$ cat config.mk
export PLATFORM = sky130hd
export DESIGN_NAME = plot_sink
export DESIGN_NICKNAME = d
export VERILOG_FILES = /design/src/rtl/plot_sink_pkg.sv /design/src/rtl/plot_sink_pixel_fifo.sv /design/src/rtl/plot_sink.sv
export SDC_FILE = /design/constraint.sdc
export NUM_CORES = 1
export LEC_CHECK = 0
export CAP_MARGIN = 25
export CORE_MARGIN = 10
export CORE_UTILIZATION = 35
export CTS_BUF_LIST = sky130_fd_sc_hd__clkbuf_2 sky130_fd_sc_hd__clkbuf_4 sky130_fd_sc_hd__clkbuf_8
export DETAILED_ROUTE_END_ITERATION = 12
export SLEW_MARGIN = 20
export SYNTH_ARGS = -nofsm -noshare
export SYNTH_HDL_FRONTEND = slang
export SYNTH_SLANG_ARGS = --single-unit
$ cat constraint.sdc
create_clock -name clock -period 2.4 [get_ports clock]
set_input_delay 0.48 -clock clock [delete_from_list [all_inputs] [get_ports clock]]
set_output_delay 0.48 -clock clock [all_outputs]
set_load 0.01 [all_outputs]
$ cat src/rtl/plot_sink_pkg.sv
// rtl/plot_sink_pkg.sv - shared constants, types and helpers for the plot sink
// Purpose: grid bounds, frame size default, colour codes, pixel record and FSM
// state type shared by plot_sink and pixel_fifo.
// Ports: none (package).
package plot_sink_pkg;

  localparam logic [6:0] GRID_X_MIN = 7'd57;
  localparam logic [6:0] GRID_X_MAX = 7'd123;
  localparam logic [6:0] GRID_Y_MIN = 7'd27;
  localparam logic [6:0] GRID_Y_MAX = 7'd93;

  // 16 boxes of 15 x 15 pixels
  localparam int FRAME_PIXELS_DEFAULT = 3600;

  localparam logic [2:0] COLOUR_DIGIT = 3'b111;
  localparam logic [2:0] COLOUR_BOX   = 3'b100;
  localparam logic [2:0] COLOUR_ERROR = 3'b110;

  localparam int PIXEL_W = 17;

  typedef struct packed {
    logic [6:0] x;
    logic [6:0] y;
    logic [2:0] colour;
  } pixel_t;

  typedef enum logic [1:0] {
    ST_IDLE = 2'd0,
    ST_DRAW = 2'd1,
    ST_DONE = 2'd2
  } state_t;

  function automatic logic in_grid(input logic [6:0] x, input logic [6:0] y);
    return (x >= GRID_X_MIN) && (x <= GRID_X_MAX) &&
           (y >= GRID_Y_MIN) && (y <= GRID_Y_MAX);
  endfunction

endpackage

$ cat src/rtl/plot_sink_pixel_fifo.sv
// rtl/plot_sink_pixel_fifo.sv - pixel FIFO between the producer and the VGA writer
// Purpose: DEPTH-entry first-word-fall-through FIFO of 17-bit pixel records.
// Ports:
//   clock, reset        single clock, synchronous active-high reset
//   push, wr_data       write request and data (ignored when full)
//   pop, rd_data        read request (ignored when empty) and head entry
//   full, empty         occupancy status
module pixel_fifo
  import plot_sink_pkg::*;
#(
  parameter int DEPTH = 4
) (
  input  logic               clock,
  input  logic               reset,
  input  logic               push,
  input  logic [PIXEL_W-1:0] wr_data,
  input  logic               pop,
  output logic [PIXEL_W-1:0] rd_data,
  output logic               full,
  output logic               empty
);

  localparam int AW = (DEPTH > 1) ? $clog2(DEPTH) : 1;
  localparam logic [AW:0] FULL_COUNT = (AW + 1)'(DEPTH);

  logic [PIXEL_W-1:0] r_mem [DEPTH];
  logic [AW-1:0]      r_wptr;
  logic [AW-1:0]      r_rptr;
  logic [AW:0]        r_count;

  logic w_do_push;
  logic w_do_pop;

  assign full      = (r_count == FULL_COUNT);
  assign empty     = (r_count == '0);
  assign w_do_push = push & ~full;
  assign w_do_pop  = pop & ~empty;
  assign rd_data   = r_mem[r_rptr];

  // Storage carries no reset: stale entries are never read while empty.
  always_ff @(posedge clock) begin
    if (w_do_push) begin
      r_mem[r_wptr] <= wr_data;
    end
  end

  // Pointers wrap naturally because DEPTH is a power of two.
  always_ff @(posedge clock) begin
    if (reset) begin
      r_wptr  <= '0;
      r_rptr  <= '0;
      r_count <= '0;
    end else begin
      if (w_do_push) begin
        r_wptr <= r_wptr + 1'b1;
      end
      if (w_do_pop) begin
        r_rptr <= r_rptr + 1'b1;
      end
      case ({w_do_push, w_do_pop})
        2'b10:   r_count <= r_count + 1'b1;
        2'b01:   r_count <= r_count - 1'b1;
        default: r_count <= r_count;
      endcase
    end
  end

endmodule

$ cat src/rtl/plot_sink.sv
// rtl/plot_sink.sv - buffers grid pixels and plots them to a VGA adapter
// Purpose: accepts pixels from a producer, drops out-of-grid ones, queues the
// rest and writes them to the VGA adapter, tracking frame progress.
// Ports:
//   clock, reset                        single clock, sync active-high reset
//   in_valid/in_ready                   producer handshake
//   in_x, in_y, in_colour               incoming pixel
//   vga_busy                            adapter back-pressure
//   vga_x, vga_y, vga_colour, vga_plot  adapter write port
//   frame_done, drawing                 frame status
//   err_oob, err_colour                 sticky error flags
module plot_sink
  import plot_sink_pkg::*;
#(
  parameter int DEPTH        = 4,
  parameter int FRAME_PIXELS = FRAME_PIXELS_DEFAULT
) (
  input  logic       clock,
  input  logic       reset,
  input  logic       in_valid,
  input  logic [6:0] in_x,
  input  logic [6:0] in_y,
  input  logic [2:0] in_colour,
  output logic       in_ready,
  input  logic       vga_busy,
  output logic [6:0] vga_x,
  output logic [6:0] vga_y,
  output logic [2:0] vga_colour,
  output logic       vga_plot,
  output logic       frame_done,
  output logic       drawing,
  output logic       err_oob,
  output logic       err_colour
);

  localparam logic [11:0] LAST_COUNT = 12'(FRAME_PIXELS - 1);

  logic        w_full;
  logic        w_empty;
  logic        w_xfer;
  logic        w_inb;
  logic        w_push;
  logic        w_pop;
  logic        w_wrap;
  pixel_t      w_wr_pixel;
  pixel_t      w_head;
  state_t      w_state_next;

  state_t      r_state;
  logic [11:0] r_plot_cnt;
  logic        r_wrap_d;
  logic [6:0]  r_vga_x;
  logic [6:0]  r_vga_y;
  logic [2:0]  r_vga_colour;
  logic        r_vga_plot;
  logic        r_err_oob;
  logic        r_err_colour;

  assign in_ready   = ~w_full;
  assign w_xfer     = in_valid & in_ready;
  assign w_inb      = in_grid(in_x, in_y);
  assign w_push     = w_xfer & w_inb;
  assign w_pop      = ~w_empty & ~vga_busy;
  assign w_wrap     = w_pop & (r_plot_cnt == LAST_COUNT);
  assign w_wr_pixel = '{x: in_x, y: in_y, colour: in_colour};

  pixel_fifo #(
    .DEPTH (DEPTH)
  ) u_fifo (
    .clock   (clock),
    .reset   (reset),
    .push    (w_push),
    .wr_data (w_wr_pixel),
    .pop     (w_pop),
    .rd_data (w_head),
    .full    (w_full),
    .empty   (w_empty)
  );

  // Write port: the head entry is registered on the pop edge and presented
  // with vga_plot for exactly the following cycle.
  always_ff @(posedge clock) begin
    if (reset) begin
      r_vga_x      <= '0;
      r_vga_y      <= '0;
      r_vga_colour <= '0;
      r_vga_plot   <= 1'b0;
    end else begin
      r_vga_plot <= w_pop;
      if (w_pop) begin
        r_vga_x      <= w_head.x;
        r_vga_y      <= w_head.y;
        r_vga_colour <= w_head.colour;
      end
    end
  end

  // Plot counter and the delayed wrap marker. The marker lines the DONE state
  // up with the cycle after the final vga_plot cycle of the frame.
  always_ff @(posedge clock) begin
    if (reset) begin
      r_plot_cnt <= '0;
      r_wrap_d   <= 1'b0;
    end else begin
      r_wrap_d <= w_wrap;
      if (w_wrap) begin
        r_plot_cnt <= '0;
      end else if (w_pop) begin
        r_plot_cnt <= r_plot_cnt + 12'd1;
      end
    end
  end

  always_ff @(posedge clock) begin
    if (reset) begin
      r_err_oob    <= 1'b0;
      r_err_colour <= 1'b0;
    end else begin
      if (w_xfer && !w_inb) begin
        r_err_oob <= 1'b1;
      end
      if (w_xfer && (in_colour == COLOUR_ERROR)) begin
        r_err_colour <= 1'b1;
      end
    end
  end

  always_ff @(posedge clock) begin
    if (reset) begin
      r_state <= ST_IDLE;
    end else begin
      r_state <= w_state_next;
    end
  end

  always_comb begin
    w_state_next = r_state;
    case (r_state)
      ST_IDLE: if (w_push) w_state_next = ST_DRAW;
      ST_DRAW: if (r_wrap_d) w_state_next = ST_DONE;
      ST_DONE: w_state_next = w_push ? ST_DRAW : ST_IDLE;
      default: w_state_next = ST_IDLE;
    endcase
  end

  assign vga_x      = r_vga_x;
  assign vga_y      = r_vga_y;
  assign vga_colour = r_vga_colour;
  assign vga_plot   = r_vga_plot;
  assign frame_done = (r_state == ST_DONE);
  assign drawing    = (r_state == ST_DRAW);
  assign err_oob    = r_err_oob;
  assign err_colour = r_err_colour;

endmodule
==> results of run 1 <==
-- power by group through the flow --
stage                     clock network [µW]  logic [µW]  registers [µW]
after floorplan                            0         552            2250
after global placement                     0         976            2240
after detailed placement                   0         984            2250
after CTS                               1160         994            2210
after global routing                    1230        1090            2220
final                                   1120         986            2210
-- layout by cell type (no fill, tap or decap), drive strengths merged, types with 4 or more instances in the layout --
cell and instances:
nor2 20, a21oi 27, or3 4, nand2 43, and2 5, nor2b 4
mux4 17, clkbuf 10, clkdlybuf4s50 29, ha 6, edfxtp 68, dlymetal6s2s 6
buf 37, inv 9, dfxtp 42, dlygate4sd2 8, xnor2 8
-- path summary, 6_finish.rpt --
path / startpoint / endpoint / slack, ns / cells after the start
hold reg to reg: vga_y[3] / vga_y[3] / 0.46 / 2
setup reg to reg: u_fifo.r_count[2] / u_fifo.r_count[2] / 0.17 / 10
setup / recovery: u_fifo.r_count[2] / in_ready / 0.16 / 3
hold / removal: in_y[0] / u_fifo.r_mem[2][3] / 0.46 / 2
-- per-stage QoR --
step / power (µW) / instance area [µm²] / hold slack (ns) / util [%] / TNS, ns
floorplan: 2800 / 4310 / 0.443 / - / 0
global placement: 3220 / 5190 / 0.446 / 43.2 / -15.19
detailed placement: 3230 / 5190 / 0.445 / 43.2 / -15.99
CTS: 4360 / 5410 / 0.459 / 45.0 / 0
global route: 4550 / 5450 / 0.450 / 45.4 / 0
finish: 4310 / 5450 / 0.457 / 45.4 / 0
-- Yosys cell counts (all sizes together) (4+ instances only) --
cell type  count  area (µm²)
edfxtp        68        2040
nand2         43         161
dfxtp         42         841
a21oi         27         135
nor2          20        75.1
mux4          17         383
buf            8        41.3
xnor2          8        70.1
inv            7        26.3
clkbuf         6        22.5
ha             6        75.1
and2           5        31.3
nor2b          4        25.0
or3            4        25.0
-- timing repair --
| action | in CTS | in global routing |
|---|---|---|
| setup endpoints to repair | 1 | 3 |
| buffers inserted | 1 | 0 |
| pin swaps | 5 | 9 |
| gates resized for setup | 13 | 14 |
| hold endpoints to repair | 0 | 0 |
-- sequential cells by signal, indices dropped and copies added, names as in the netlist --
name	flops
err_colour	1
err_oob	1
r_plot_cnt	12
r_state	2
r_wrap_d	1
u_fifo.r_count	3
u_fifo.r_mem	68
u_fifo.r_rptr	2
u_fifo.r_wptr	2
vga_colour	3
vga_plot	1
vga_x	7
vga_y	7
-- cells by family (layout without fill, tap and decap cells) --
group / Yosys count / after routing / synth area share, %
buf+inv: 21 / 103 / 2.09
flops: 110 / 110 / 66.9
fa+ha+maj: 7 / 7 / 2.21
xor+xnor: 11 / 11 / 2.24
mux: 19 / 19 / 9.38
simple gates: 104 / 104 / 12.0
compound gates: 37 / 37 / 5.14
-- critical path, stage by stage (launching register included) --
cell and delay, ns:
dfxtp_2 0.37, or3b_4 0.40, buf_4 0.15, clkdlybuf4s50_1 0.49
-- per-layer routing --
layer | vias up | global-route usage, % | part of all wire, %
li1 | 1283 | - | -
met1 | 1338 | 12.8 | 43
met2 | 43 | 18.7 | 51
met3 | 10 | 3.02 | 4.3
met4 | 0 | 3.92 | 1.2
met5 | - | 0 | 0
-- area by class of cell --
class / count / area (µm²)
Timing Repair Buffer: 80 / 776
Clock inverter: 6 / 71.3
Clock buffer: 10 / 131
Inverter: 7 / 26.3
Sequential cell: 110 / 2880
Tap cell: 147 / 184
Fill cell: 1108 / 6560
Multi-Input combinational cell: 178 / 1380
==> flow_summary.json, run 1 <==
{
  "outcome": "finished clean",
  "synth.distinct_cells": 42,
  "synth_area_um2": 4310,
  "antenna_found_initial": 0,
  "vias": 2674,
  "routed_wl_um": 8900,
  "gr-total-overflow": 0,
  "p_comb_share_pct": 22.9,
  "slew_violations": 0,
  "rsz0062_at_grt": "false",
  "fin_cells": 538,
  "synth_edf_count": 68,
  "setup_violations": 0,
  "drv_cap": 0,
  "p_int_uw": 3130,
  "ios": 44,
  "power_switching_uw": 1180,
  "path_max_fanout": 4,
  "synthFlopType": "edfxtp_1",
  "coreArea_um2": 12000,
  "final.setup.worst_slack_ns": 0.157,
  "p_per_area_nw_per_um2": 791,
  "swShare_pct": 27.4,
  "grt_max_degree": 24,
  "insertedDiodeCount": 0,
  "fmax_mhz": 446,
  "first_pass_iters": 4,
  "vias_per_cell": 4.97,
  "start_util_pct": 35.9,
  "hold_violations": 0,
  "wl_per_cell_um": 16.5,
  "cts_tree": "yes",
  "place_inst": 521,
  "root_buffer": "clkbuf_8",
  "postCtsHoldBufs": 0,
  "drc": 0,
  "pre_cts_ws_ns": -0.483,
  "syn_area_per_cell_um2": 13.9,
  "hpwl_um": 6160,
  "power_frac_seq_pct": 51.1,
  "ys_async_sr_fraction_pct": 0,
  "crit_required_ns": 1.92,
  "grt_pass1_vias": 2756,
  "grt_first_pass_wirelength_um": 14300,
  "syn_nets": 337,
  "clk_path_buf_depth": 2,
  "relSlewSlack_pct": 64.2,
  "clk_pin_slew_ns": 0.10,
  "tightest_slew_ns": 0.535,
  "die_y_um": 131,
  "syn_to_final_growth_pct": 26.6,
  "synth-seq-cells": 110,
  "min_path_type": "in -> reg",
  "clockPowerShare_pct": 26.0,
  "worst-setup-path-type": "reg -> out",
  "clock-skew-final_ns": 0.0130,
  "cts_sinks": 110,
  "layout_worst_path_cycle_share_pct": 93.5,
  "ir_drop_v": 0.000358,
  "start_kind": "flip-flop",
  "yosys_warnings": 0,
  "clock_latency_ns": 0.37,
  "rows": 40,
  "fin_nets": 414,
  "cts_buffers": 9,
  "place_congestion": 0.726,
  "io_buffers": 43,
  "cts.htree.levels": 3,
  "die-area_um2": 17100,
  "crit_path_end_kind": "primary output",
  "arrival_ns": 1.76,
  "synthCells": 309,
  "grt_usage_pct": 10.9,
  "postRouteAntennaNets": 0,
  "synth_seq_area_share_pct": 66.9,
  "drt_iter0_drc": 79,
  "period_minus_slack_ns": 2.24,
  "die_x_um": 131,
  "p_leak_uw": 0.00185,
  "drive_above_1_share_pct": 22.3
}
(Power assumes the default switching activity.)
==> run 2, diff against run 1 <==
--- a/config.mk
+++ b/config.mk
@@ -10,6 +10,7 @@
 export CORE_UTILIZATION = 35
 export CTS_BUF_LIST = sky130_fd_sc_hd__clkbuf_2 sky130_fd_sc_hd__clkbuf_4 sky130_fd_sc_hd__clkbuf_8
 export DETAILED_ROUTE_END_ITERATION = 12
+export PLACE_DENSITY_LB_ADDON = 0.2
 export SLEW_MARGIN = 20
 export SYNTH_ARGS = -nofsm -noshare
 export SYNTH_HDL_FRONTEND = slang
==> flow_summary.json, run 2 (synthesis gave the netlist of run 1 again) <==
{
  "crit_path_end_kind": "flip-flop",
  "hpwl_um": 6150,
  "tightest_slew_ns": 0.562,
  "cts.htree.levels": 3,
  "first_pass_iters": 4,
  "drt_iter0_drc": 142,
  "final_common_cell": "edfxtp_1",
  "syn_to_final_growth_pct": 24.7,
  "ir_drop_v": 0.000434,
  "finish.utilization_pct": 44.7,
  "vias_per_cell": 4.93,
  "drv_cap": 0,
  "placed_cell_area_um2": 5150,
  "slew_violations": 0,
  "critical-path-top-delay-family": "buffers and inverters",
  "coreArea_um2": 12000,
  "slowest_stage": "clkdlybuf4s50_1",
  "cts_tree": "yes",
  "postCtsHoldBufs": 0,
  "die-area_um2": 17100,
  "largest_register": "u_fifo.r_mem",
  "outcome": "finished clean",
  "period_minus_slack_ns": 2.34,
  "clock_latency_ns": 0.38,
  "start_util_pct": 35.9,
  "grt_usage_pct": 11.3,
  "cpMostUsedCell": "inv_1",
  "path_buf_inv": 4,
  "hold_violations": 0,
  "drc": 0,
  "worst-setup-path-type": "in -> reg",
  "design_area_um2": 5370,
  "most-common-layout-cells": "68 x edfxtp_1, 43 x nand2_1, 42 x dfxtp_1",
  "cts_sinks": 110,
  "relSlewSlack_pct": 62.4,
  "start_kind": "input pin",
  "io_buffers": 43,
  "setup_violations": 0,
  "clk_pin_slew_ns": 0.11,
  "insertedDiodeCount": 0,
  "cp_slowest_stage_delay_ns": 0.52,
  "cp_cell_sequence": "clkdlybuf4s50_1, nand4_1, a2bb2oi_2, buf_4, a211oi_4, inv_1, ha_2, inv_1, fa_2, xor2_1, or3_1, a21oi_1",
  "rows": 40,
  "antenna_found_initial": 0,
  "wl_per_cell_um": 17.2,
  "gr-total-overflow": 0,
  "grt_max_degree": 24,
  "p_leak_uw": 0.00179,
  "die_x_um": 131,
  "min_path_type": "reg -> reg",
  "arrival_ns": 2.66,
  "path_max_fanout": 3,
  "grt_pass1_vias": 2763,
  "largest_reg_flops": 68,
  "drive_above_1_share_pct": 19.6,
  "p_per_area_nw_per_um2": 784,
  "vias": 2632,
  "fin_nets": 410,
  "reg.largest.list": "u_fifo.r_mem: 68 flops, r_plot_cnt: 12 flops",
  "die_y_um": 131,
  "layout_worst_path_cycle_share_pct": 97.6,
  "place_congestion": 0.715,
  "rsz0062_at_grt": "false",
  "cts_buffers": 9,
  "ios": 44,
  "clock-skew-final_ns": 0.0160,
  "grt_first_pass_wirelength_um": 14600,
  "crit_required_ns": 2.72,
  "p_total_uw": 4210,
  "root_buffer": "clkbuf_8",
  "postRouteAntennaNets": 0,
  "fmax_mhz": 427,
  "clk_path_buf_depth": 2,
  "routed_wl_um": 9170
}
run 2: repair_timing:
| item | 4_1_cts | 5_1_grt |
|---|---|---|
| buffers inserted | 0 | 1 |
| gates resized for setup | 9 | 8 |
| pin swaps | 3 | 4 |
| cloned | 0 | 0 |
| endpoints found under the setup margin | 2 | 2 |
| hold endpoints to repair | 0 | 0 |
run 2: final timing paths:
path	startpoint	endpoint	slack, ns	cells past startpoint
min reg2reg	vga_y[4]	vga_y[4]	0.46	2
min	vga_y[4]	vga_y[4]	0.46	2
max reg2reg	u_fifo.r_count[1]	u_fifo.r_count[2]	0.10	10
max	in_x[3]	u_fifo.r_count[2]	0.06	12
run 2: routing by layer:
| metal | wire (µm) | vias to the layer above | global-route usage [%] |
|---|---|---|---|
| met5 | 0 | - | 0 |
| met4 | 194 | 0 | 4.05 |
| met3 | 437 | 13 | 3.42 |
| met2 | 4680 | 50 | 19.6 |
| met1 | 3850 | 1293 | 12.9 |
| li1 | - | 1276 | - |
run 2: worst reg2reg max path, delay by kind of cell (launching register included):
family | cells | cell delay, ns
simple gates | 3 | 0.92
compound gates | 2 | 0.21
fa+ha+maj | 2 | 0.50
buf+inv | 2 | 0.12
flops | 1 | 0.35
xor+xnor | 1 | 0.15
run 2: power by group:
group          total [µW]  internal [µW]  switching [µW]
registers            2180           2120            57.4
clock network        1040            390             650
logic                 994            493             500
run 2: layout make-up:
| class | count | area (µm²) |
|---|---|---|
| Clock inverter | 7 | 61.3 |
| Clock buffer | 9 | 124 |
| Tap cell | 147 | 184 |
| Multi-Input combinational cell | 178 | 1360 |
| Fill cell | 1150 | 6640 |
| Sequential cell | 110 | 2880 |
| Inverter | 7 | 26.3 |
| Timing Repair Buffer | 76 | 733 |
run 2: per-stage QoR:
step,setup slack [ns],hold WS (ns),TNS [ns],instances
after detailed placement,-0.542,0.446,-20.79,517
after floorplan,0.0708,0.443,0,309
after CTS,0.0194,0.463,0,533
after global routing,0.00527,0.466,0,534
final,0.0565,0.460,0,534
after global placement,-0.462,0.444,-17.04,517
